$ cat src/rtl/instr_encoder_loader.sv
// Packs R/I/J field bundles into MIPS words and streams them into instruction memory.
// Optional ENC_STRICT_EN: reject opcode/format mismatches as illegal bundles.
module instr_encoder_loader #(
    parameter int DEPTH     = 4,
    parameter int ADDR_W    = 10,
    parameter int BASE_ADDR = 0
) (
    input  logic              clk,
    input  logic              rst_n,
    input  logic              in_valid,
    output logic              in_ready,
    input  logic [1:0]        in_fmt,
    input  logic [5:0]        in_opcode,
    input  logic [4:0]        in_rs,
    input  logic [4:0]        in_rt,
    input  logic [4:0]        in_rd,
    input  logic [4:0]        in_shamt,
    input  logic [5:0]        in_funct,
    input  logic [15:0]       in_imm16,
    input  logic [25:0]       in_imm26,
    input  logic              in_last,
    output logic              mem_we,
    output logic [ADDR_W-1:0] mem_addr,
    output logic [31:0]       mem_wdata,
    input  logic              mem_ready,
    output logic              done,
    output logic              err,
    output logic              wrap,
    output logic [ADDR_W-1:0] count
);

    localparam int PW = $clog2(DEPTH);
    localparam logic [PW:0] FULL = (PW+1)'(DEPTH);
    localparam logic [ADDR_W-1:0] BASE = ADDR_W'(BASE_ADDR);

    typedef enum logic [1:0] {
        S_IDLE,
        S_RUN,
        S_FLUSH,
        S_DONE
    } state_t;

    state_t state, state_nx;

    logic [31:0]   fifo [DEPTH];
    logic [PW-1:0] wr_ptr, rd_ptr;
    logic [PW:0]   fcnt;

    logic [31:0] enc_word;
    logic        enc_legal;
    logic        accept, push, pop;

    always_comb begin
        enc_word  = '0;
        enc_legal = 1'b1;
        unique case (in_fmt)
            2'd0: enc_word = {in_opcode, in_rs, in_rt, in_rd, in_shamt, in_funct};
            2'd1: enc_word = {in_opcode, in_rs, in_rt, in_imm16};
            2'd2: enc_word = {in_opcode, in_imm26};
            default: enc_legal = 1'b0;
        endcase
`ifdef ENC_STRICT_EN
        if (in_fmt == 2'd0 && in_opcode != 6'd0)
            enc_legal = 1'b0;
        if ((in_fmt == 2'd1 || in_fmt == 2'd2) && in_opcode == 6'd0)
            enc_legal = 1'b0;
`endif
    end

    // Readiness depends only on registered state: no bypass when full.
    assign in_ready  = (fcnt < FULL) &&
                       (state == S_IDLE || state == S_RUN);
    assign accept    = in_valid & in_ready;
    assign push      = accept & enc_legal;
    assign mem_we    = (fcnt != '0);
    assign mem_wdata = mem_we ? fifo[rd_ptr] : 32'd0;
    assign pop       = mem_we & mem_ready;
    assign done      = (state == S_DONE);

    always_comb begin
        state_nx = state;
        unique case (state)
            S_IDLE:  if (accept) state_nx = in_last ? S_FLUSH : S_RUN;
            S_RUN:   if (accept && in_last) state_nx = S_FLUSH;
            S_FLUSH: if (fcnt == '0) state_nx = S_DONE;
            S_DONE:  state_nx = S_IDLE;
            default: state_nx = S_IDLE;
        endcase
    end

    always_ff @(posedge clk) begin
        if (push)
            fifo[wr_ptr] <= enc_word;
    end

    always_ff @(posedge clk) begin
        if (!rst_n) begin
            state    <= S_IDLE;
            wr_ptr   <= '0;
            rd_ptr   <= '0;
            fcnt     <= '0;
            mem_addr <= BASE;
            count    <= '0;
            err      <= 1'b0;
            wrap     <= 1'b0;
        end else begin
            state <= state_nx;
            if (push)
                wr_ptr <= wr_ptr + 1'b1;
            if (pop)
                rd_ptr <= rd_ptr + 1'b1;
            if (push && !pop)
                fcnt <= fcnt + 1'b1;
            else if (pop && !push)
                fcnt <= fcnt - 1'b1;
            if (accept && !enc_legal)
                err <= 1'b1;
            if (pop) begin
                mem_addr <= mem_addr + 1'b1;
                count    <= count + 1'b1;
                if (mem_addr == '1)
                    wrap <= 1'b1;
            end
            // Next program starts again at the base address.
            if (state == S_DONE) begin
                mem_addr <= BASE;
                count    <= '0;
            end
        end
    end

endmodule

$ cat config.mk
export PLATFORM = sky130hd
export DESIGN_NAME = instr_encoder_loader
export DESIGN_NICKNAME = d
export VERILOG_FILES = /design/src/rtl/instr_encoder_loader.sv
export SDC_FILE = /design/constraint.sdc
export NUM_CORES = 1
export LEC_CHECK = 0
export BUFFER_PORTS_ARGS = -buffer_cell sky130_fd_sc_hd__buf_2
export CELL_PAD_IN_SITES_DETAIL_PLACEMENT = 1
export CELL_PAD_IN_SITES_GLOBAL_PLACEMENT = 2
export CORE_UTILIZATION = 37
export CTS_CLUSTER_DIAMETER = 120
export DETAILED_ROUTE_END_ITERATION = 6
export PLACE_DENSITY = 0.82
export SLEW_MARGIN = 20
export SYNTH_ARGS = -nofsm -noshare
export SYNTH_HDL_FRONTEND = slang
export SYNTH_SLANG_ARGS = --single-unit
$ cat constraint.sdc
create_clock -name clk -period 5.33 [get_ports clk]
set_input_delay 1.066 -clock clk [delete_from_list [all_inputs] [get_ports clk]]
set_output_delay 1.066 -clock clk [all_outputs]
set_load 0.02 [all_outputs]
; Word-level counts from Yosys, hierarchy flattened
; Memories as Yosys holds them, arrays and structs flattened. A register that Yosys moved wholly into a read port is not among the register bits.
; Cells that the tools add are included.
[op_classes]
addsub = 6
order_cmp = 1
eq_ne = 9
n_mux = 14
bitwise_logic = 4
reduce_logical = 18
[op_table]
columns = operator, count
row1 = one-hot mux 32 bit (3 select lines), 1
row2 = two-way mux 32 bit, 1
row3 = "adder 10 x 1 -> 10 bit, second input constant", 2
row4 = two-way mux 2 bit, 6
row5 = "== test 10 bit, second input constant", 1
row6 = one-hot mux 2 bit (4 select lines), 1
row7 = "== test 2 bit, second input constant", 3
row8 = two-way mux 3 bit, 2
row9 = logical AND 1 bit, 5
row10 = "adder 2 x 1 -> 2 bit, second input constant", 2
row11 = "== test 2 x 1 -> 1 bit, second input constant", 2
row12 = logical NOT 2 bit, 2
row13 = "!= test 2 bit, second input constant", 2
row14 = "adder 3 x 1 -> 3 bit, second input constant", 1
row15 = bitwise AND 1 bit, 3
row16 = logical NOT 1 bit, 3
row17 = logical NOT 3 bit, 1
row18 = "less-than comparator 3 bit, second input constant", 1
row19 = two-way mux 1 bit, 3
row20 = AND reduction 3 bit, 1
row21 = nonzero test 3 bit, 1
row22 = OR reduction 3 bit, 1
row23 = "subtractor 3 x 1 -> 3 bit, second input constant", 1
row24 = "!= test 2 x 1 -> 1 bit, second input constant", 1
row25 = other kinds (5), 5
[totals]
reg_bits = 31
ramBits = 128
in_bits = 81
out_inout_bits = 57
wordCells = 61
n_memories = 1
[mem_list]
columns = name, depth, word_bits, read_ports, rd_clocked_by_memory_dff, write_ports, line_no
row1 = fifo, 4, 32, 1, 1, 1, 45  ; logic [31:0] fifo [DEPTH];

; Longest topological paths before layout
; Gate-level depths: netlist of the first run.
[depth]
word_depth = 9
depth_mapped = 10
depth_no_buf = 10

; Least setup slack after synthesis of the first run
; Ideal clock, no wire load.
[synth_path]
path_type = input port to flip-flop
from = input in_fmt[0]
to = register fcnt[2]
setup_time_ns = 0.071
arrival_time_ns = 2.812
t_required_ns = 5.259
slack_ns = 2.447
path_stages = 9
n_path_buf = 1
cell_sequence = buf_2 -> nand2_2 -> nor3b_4 -> ha_1 -> inv_1 -> fa_1 -> xor2_1 -> or3_1 -> a21oi_1
[synth_via]
elab_chain_cells = 7
word_cells_on_any_way = 11
cone_classes = eq/ne (2) / mux (2) / bitwise (1) / reduce/logical (6)
[synth_rtl]
columns = item, line_no
row1 = "start, declared", 12  ; input logic [1:0] in_fmt,
row2 = == test 2 bit (tied with other cells), 56  ; unique case (in_fmt)
row3 = OR reduction 3 bit (no source line) (*), -
row4 = two-way mux 1 bit (*), 56
row5 = bitwise AND 1 bit (*), 74  ; assign push = accept & enc_legal;
row6 = named net push, 51  ; logic accept, push, pop;
row7 = logical NOT 1 bit, 114  ; else if (pop && !push)
row8 = logical AND 1 bit, 114
row9 = nonzero test 2 bit (no source line), -
row10 = "end signal, assigned", 113  ; fcnt <= fcnt + 1'b1;
row11 = "end signal, assigned", 115  ; fcnt <= fcnt - 1'b1;
row12 = "end, declared", 47  ; logic [PW:0] fcnt;
; Mark *: on every way through the listed nets, which the timed path passes. The rest lies on a longest branch.
; A chain may end at the register's enable or synchronous reset.

==> flow_summary_export.csv, run 1 <==
group,metric,value,unit
place,post_dp_cell_area,0.00784,mm2
drt,drc,0,
global_routing,grt_pass1_wl,24.8,mm
final_layout,stdcell_count,849,
floorplanning,die-area,0.0194,mm2
floorplanning,die_h,139,um
drt,drtPass1Iterations,4,
floorplanning,core,0.0182,mm2
clocking,clock_tree.root_cell,"clkbuf_16",
sta,fin_hold_ws,0.481,ns
place,port_buffers,137,
final_layout,final_core_util,0.470,
yosys,synth_nets,564,
final_layout,mostFrequentLayoutCells,"137 x buf_2, 128 x edfxtp_1, 38 x nand2_1, 38 x and2_1, 32 x mux4_2",
final_layout,layout_commonest_cell,"buf_2",
drt,viasPerCell,4.99,
clocking,cts.clk_slew.worst_paths,0.06,ns
sta,rsz0062_at_grt,"no",
sta,skew,0.00715,ns
global_routing,grt_antenna_before_repair,0,
sta,max_freq,280,MHz
place,dp_hpwl,10.8,mm
yosys,ys_seq_area_frac,0.646,
floorplanning,io_pins,138,
floorplanning,rows,49,
yosys,synthCells,471,
drt,drt_iter0_markers,100,
power,leakagePower,3.21,nW
final_layout,area_growth,22.6,%
worst_setup_path,required,4.26,ns
sta,post-route-period-util,0.670,
yosys,ys_types,36,
place,gp_congestion,0.768,
global_routing,track_usage,0.171,
drt,vias,4237,
drt,drt_wl_total,15.8,mm
worst_setup_path,crit_arrival,2.50,ns
power,power,4.21,mW
final_layout,stdcell_area,0.00855,mm2
place,post-place-cells,817,
yosys,syn-cell-area,0.00698,mm2
worst_setup_path,path_max_fanout,19,
worst_setup_path,r2r_setup_slack,2.72,ns
clocking,cts_tree,"done",
sta,finalCriticalPeriod,3.57,ns
drt,routedWlPerCell,18.6,um
sta,final-hold-violation-count,0,
sta,finalSetupViolations,0,
final_layout,fin_nets,700,
sta,worst_pin_slew,0.890,ns
clocking,htree_levels,4,
final_layout,antennaDiodeCount,0,
worst_setup_path,worstSetupEndpoint,"mem_wdata[27]",
drt,ant_nets,0,
global_routing,grt_overflow,0,
clocking,post_cts_resized,0,
hold_path,whs_path_depth,2,
sta,fin_setup_tns,0,ns
flow_run,drv_cap,0,
place,dp_slack,2.05,ns
worst_setup_path,worstSetupPathType,"register to output port",
power,power-per-cell-area,493,mW/mm2
clocking,postCtsSetupBuffers,0,
yosys,syn_avg_cell_area,14.8,um2
worst_setup_path,end_kind,"output port",
floorplanning,fp.dieW,139,um
clocking,cts_made_buffers,17,
global_routing,grt_pass1_vias,4593,
yosys,ys_warn_count,0,
worst_setup_path,r2r-start,"state[0]$_SDFFE_PN0P_",
clocking,ctsHoldBuffers,0,
sta,drv_slew,0,
outcome,status,"complete, no violations",
clocking,cts.path.max_buffers,2,
power,peakVddDrop,0.249,mV
global_routing,grt_max_degree,35,
worst_setup_path,reg2reg_to,"fcnt[2]$_SDFFE_PN0P_",
clocking,insertion_delay,0.42,ns
sta,setup_slack,1.76,ns
worst_setup_path,worstSetupStartpointType,"register",
yosys,synth_seq_cells,161,
sta,relSlewSlack,0.407,
hold_path,min_path_type,"register to register",
floorplanning,start_util,0.383,
worst_setup_path,r2r_cells,10,
clocking,cts_sinks,161,
final_layout,layout-drive-gt1-share,0.360,
worst min path at each step:
stage                                 startpoint                     to
after floorplan           rd_ptr[1]$_SDFFE_PN0P_               register
after global placement     count[1]$_SDFFE_PP0P_  count[1]$_SDFFE_PP0P_
after detailed placement        err$_SDFFE_PN0P_       err$_SDFFE_PN0P_
after CTS                       err$_SDFFE_PN0P_       err$_SDFFE_PN0P_
after global routing            err$_SDFFE_PN0P_       err$_SDFFE_PN0P_
final                           err$_SDFFE_PN0P_       err$_SDFFE_PN0P_
critical path, cell delays in order, from the launching register on:
cell	delay, ns
dfxtp_2	0.77
buf_4	0.43
mux4_2	0.54
and2_1	0.18
buf_2	0.16
metal layers:
layer  vias up  track usage  routed length, um
li1       1999            -                  -
met1      2102        0.209               6780
met2       120        0.297               8040
met3        16       0.0420                808
met4         0       0.0573                201
met5         -            0                  0
cells by family (layout without fill, tap and decap cells):
group / Yosys count / count (layout) / share of synthesized area
muxes: 52 / 52 / 0.132
buffers and inverters: 43 / 192 / 0.0310
and+or+nand+nor: 141 / 141 / 0.111
DFF: 161 / 161 / 0.646
xor gates and xnor gates: 21 / 21 / 0.0264
AOI/OAI and AO/OA: 41 / 41 / 0.0316
adders and majority gates: 12 / 12 / 0.0226
state kept, by name (all words and copies together), names as in the netlist, named ones only:
| name | flops |
|---|---|
| mem_addr | 10 |
| rd_ptr | 2 |
| fifo | 128 |
| state | 2 |
| count | 10 |
| fcnt | 3 |
| wrap | 1 |
| err | 1 |
| wr_ptr | 2 |
where the power goes:
part | leakage, nW | internal (mW) | switching, mW | total, mW
clock | 0.346 | 0.977 | 0.477 | 1.45
sequential | 1.44 | 1.52 | 0.113 | 1.64
combinational | 1.43 | 0.476 | 0.649 | 1.13
total | 3.21 | 2.97 | 1.24 | 4.21
area by class of cell:
| type | count | area [um2] |
|---|---|---|
| Sequential cell | 161 | 4510 |
| Clock buffer | 19 | 433 |
| Timing Repair Buffer | 140 | 708 |
| Multi-Input combinational cell | 267 | 2260 |
| Clock inverter | 13 | 280 |
| Fill cell | 1847 | 9660 |
| Tap cell | 229 | 287 |
| Inverter | 20 | 77.6 |
Yosys cell counts, drive strengths merged:
master,n,area [um2]
nor4,3,37.5
fa,1,20.0
nand3,4,20.0
nor4b,2,30.0
nor2,30,113
xor2,7,61.3
nor2b,3,18.8
clkbuf,11,41.3
o31a,1,10.0
edfxtp,128,3840
a31oi,1,6.26
nand2b,2,12.5
mux4,32,721
a21oi,7,35.0
ha,11,138
o22ai,1,6.26
nand2,39,149
inv,20,77.6
and2,42,263
o21ai,29,145
a311oi,2,17.5
mux2i,20,200
nor3b,1,18.8
nor3,7,60.1
or3,3,18.8
xnor2,14,123
nand4,4,25.0
buf,12,97.6
dfxtp,33,661
nand3b,1,7.51
No activity file was read; power rests on OpenSTA's default activity.
==> run 2: changes to the inputs <==
==> constraint.sdc (replaced) <==
create_clock -name clk -period 3.5 [get_ports clk]
set_input_delay 0.7 -clock clk [delete_from_list [all_inputs] [get_ports clk]]
set_output_delay 0.7 -clock clk [all_outputs]
set_load 0.02 [all_outputs]
==> run 2 against run 1 <==
Compared with the run above:
- clock skew barely moved
- core utilization decreased by 0.55 points
- cell area fell by 1.2%
- worst hold slack better by 0.018 ns
- global-route usage is 0.094 points higher
- sequential share of layout area is 0.62 points higher
- die area is the same
- setup slack worse by 1.1 ns
- largest cell class unchanged
==> flow_summary_export.csv, run 2 (synthesized netlist as in run 1, its figures left out) <==
group,metric,value,unit
outcome,status,"complete, no violations",
floorplanning,die-area,0.0194,mm2
place,port_buffers,137,
floorplanning,io_pins,138,
sta,fin_setup_tns,0,ns
clocking,post_cts_resized,0,
power,switching_share,0.313,
clocking,insertion_delay,0.42,ns
clocking,cts_tree,"done",
floorplanning,rows,49,
clocking,ctsHoldBuffers,0,
worst_setup_path,r2r_cells,10,
clocking,postCtsSetupBuffers,0,
final_layout,largest_reg_flops,128,
worst_setup_path,slowest_delay,0.92,ns
clocking,clock_tree.root_cell,"clkbuf_16",
worst_setup_path,path_max_fanout,32,
floorplanning,start_util,0.383,
clocking,cts.clk_slew.worst_paths,0.06,ns
worst_setup_path,crit_buf_inv,1,
worst_setup_path,required,2.80,ns
final_layout,antennaDiodeCount,0,
hold_path,whs_endpoint,"mem_addr[1]$_SDFFE_PP0P_",
floorplanning,die_h,139,um
power,power-per-cell-area,706,mW/mm2
worst_setup_path,cpMaxStageDelayCell,"dfxtp_2",
floorplanning,fp.dieW,139,um
power,internal_power,4.10,mW
global_routing,grt_antenna_before_repair,0,
drt,routedWlPerCell,18.4,um
drt,drt_iter0_markers,147,
power,pwr-share-clk,0.292,
final_layout,largest-register,"fifo",
final_layout,layout_commonest_cell,"buf_2",
power,p_comb_frac,0.300,
flow_run,drv_cap,0,
sta,drv_slew,0,
global_routing,grt_max_degree,35,
drt,vias,4231,
worst_setup_path,r2r-start,"state[0]$_SDFFE_PN0P_",
clocking,cts.path.max_buffers,2,
final_layout,layout-drive-gt1-share,0.363,
worst_setup_path,reg2reg_to,"fcnt[2]$_SDFFE_PN0P_",
final_layout,area_growth,21.2,%
sta,finalSetupViolations,0,
sta,final-hold-violation-count,0,
drt,drtPass1Iterations,4,
final_layout,top_regs,"fifo (128), count (10), mem_addr (10)",
global_routing,grt_pass1_vias,4677,
global_routing,grt_overflow,0,
worst_setup_path,worstSetupStartpointType,"register",
clocking,cts_made_buffers,17,
power,peakVddDrop,0.488,mV
hold_path,whs_path_depth,2,
worst_setup_path,crit_arrival,2.14,ns
hold_path,hp-start,"mem_addr[1]$_SDFFE_PP0P_",
drt,ant_nets,0,
sta,skew,0.00689,ns
worst_setup_path,cp_cell_sequence,"mux4_2 -> and2_1 -> buf_2",
worst_setup_path,end_kind,"output port",
global_routing,track_usage,0.172,
clocking,htree_levels,4,
global_routing,grt_pass1_wl,25.2,mm
sta,max_freq,353,MHz
power,seq_power_share,0.408,
power,p_switching,1.87,mW
worst_setup_path,path_delay_family,"flip-flops",
sta,rsz0062_at_grt,"no",
place,dp_hpwl,10.7,mm
power,leakagePower,3.17,nW
sta,relSlewSlack,0.391,
sta,finalCriticalPeriod,2.84,ns
place,gp_congestion,0.752,
floorplanning,core,0.0182,mm2
worst_setup_path,r2r_setup_slack,0.83,ns
final_layout,fin_nets,705,
final_layout,stdcell_area,0.00845,mm2
hold_path,min_path_type,"register to register",
place,post_dp_cell_area,0.00789,mm2
worst_setup_path,worstSetupPathType,"register to output port",
sta,post-route-period-util,0.810,
drt,viasPerCell,4.95,
sta,worst_pin_slew,0.913,ns
final_layout,mostFrequentLayoutCells,"137 x buf_2, 128 x edfxtp_1, 38 x nand2_1, 38 x and2_1, 32 x mux4_2",
drt,drc,0,
drt,drt_wl_total,15.7,mm
clocking,cts_sinks,161,
## run 2: changes by cell type in the layout (fill, tap and decap cells not counted)
cell / previous run / this run
bufinv_16: 8 / 1
buf_4: 3 / 7
clkbuf_8: 0 / 3
clkinvlp_4: 0 / 3
clkinv_2: 1 / 3
buf_12: 0 / 1
clkbuf_1: 2 / 3
clkinv_4: 2 / 1
inv_6: 2 / 1
## run 2: area by class of cell
type,count,area [um2]
clock inverter,9,85.1
inverter,20,77.6
fill,1882,9760
tap,229,287
clock buffer,23,478
multi-input combinational,267,2260
sequential,161,4510
timing repair buffer,145,758
## run 2: per-layer routing
layer,track usage,share of wire
met4,0.0497,0.012
met5,0,0
met3,0.0454,0.049
met1,0.218,0.44
met2,0.291,0.50
## run 2: worst max path at each step
| stage | depth (start not counted) | slack, ns | end | from |
|---|---|---|---|---|
| finish | 3 | 0.66 | mem_wdata[27] | register |
| global route | 3 | 0.55 | mem_wdata[27] | register |
| CTS | 3 | 0.61 | mem_wdata[27] | register |
| detailed placement | 9 | 0.68 | fcnt[2]$_SDFFE_PN0P_ | in_fmt[1] |
| global placement | 9 | 0.79 | fcnt[2]$_SDFFE_PN0P_ | in_fmt[1] |
| floorplan | 9 | 0.98 | fcnt[2]$_SDFFE_PN0P_ | in_fmt[0] |
## run 2: worst min-delay path: stages, from the launching register on
cell,delay (ns)
dfxtp_1,0.33
nand2_1,0.06
a21oi_1,0.05
## run 2: power groups by stage
stage | combinational (mW) | sequential, mW | clock, mW
6_report | 1.79 | 2.44 | 1.74
5_1_grt | 1.95 | 2.46 | 1.86
4_1_cts | 1.84 | 2.44 | 1.79
3_5_place_dp | 1.83 | 2.48 | 0
3_3_place_gp | 1.77 | 2.46 | 0
2_1_floorplan | 1.30 | 2.44 | 0
## run 2: through the flow
stage / power, mW / hold WS, ns / std cells / util / worst slack [ns]
6_report: 5.97 / 0.498 / 854 / 0.464 / 0.665
5_1_grt: 6.27 / 0.552 / 854 / 0.464 / 0.552
4_1_cts: 6.07 / 0.502 / 854 / 0.464 / 0.609
3_5_place_dp: 4.31 / 0.493 / 822 / 0.433 / 0.679
3_3_place_gp: 4.24 / 0.462 / 822 / 0.433 / 0.787
2_1_floorplan: 3.75 / 0.485 / 471 / - / 0.983
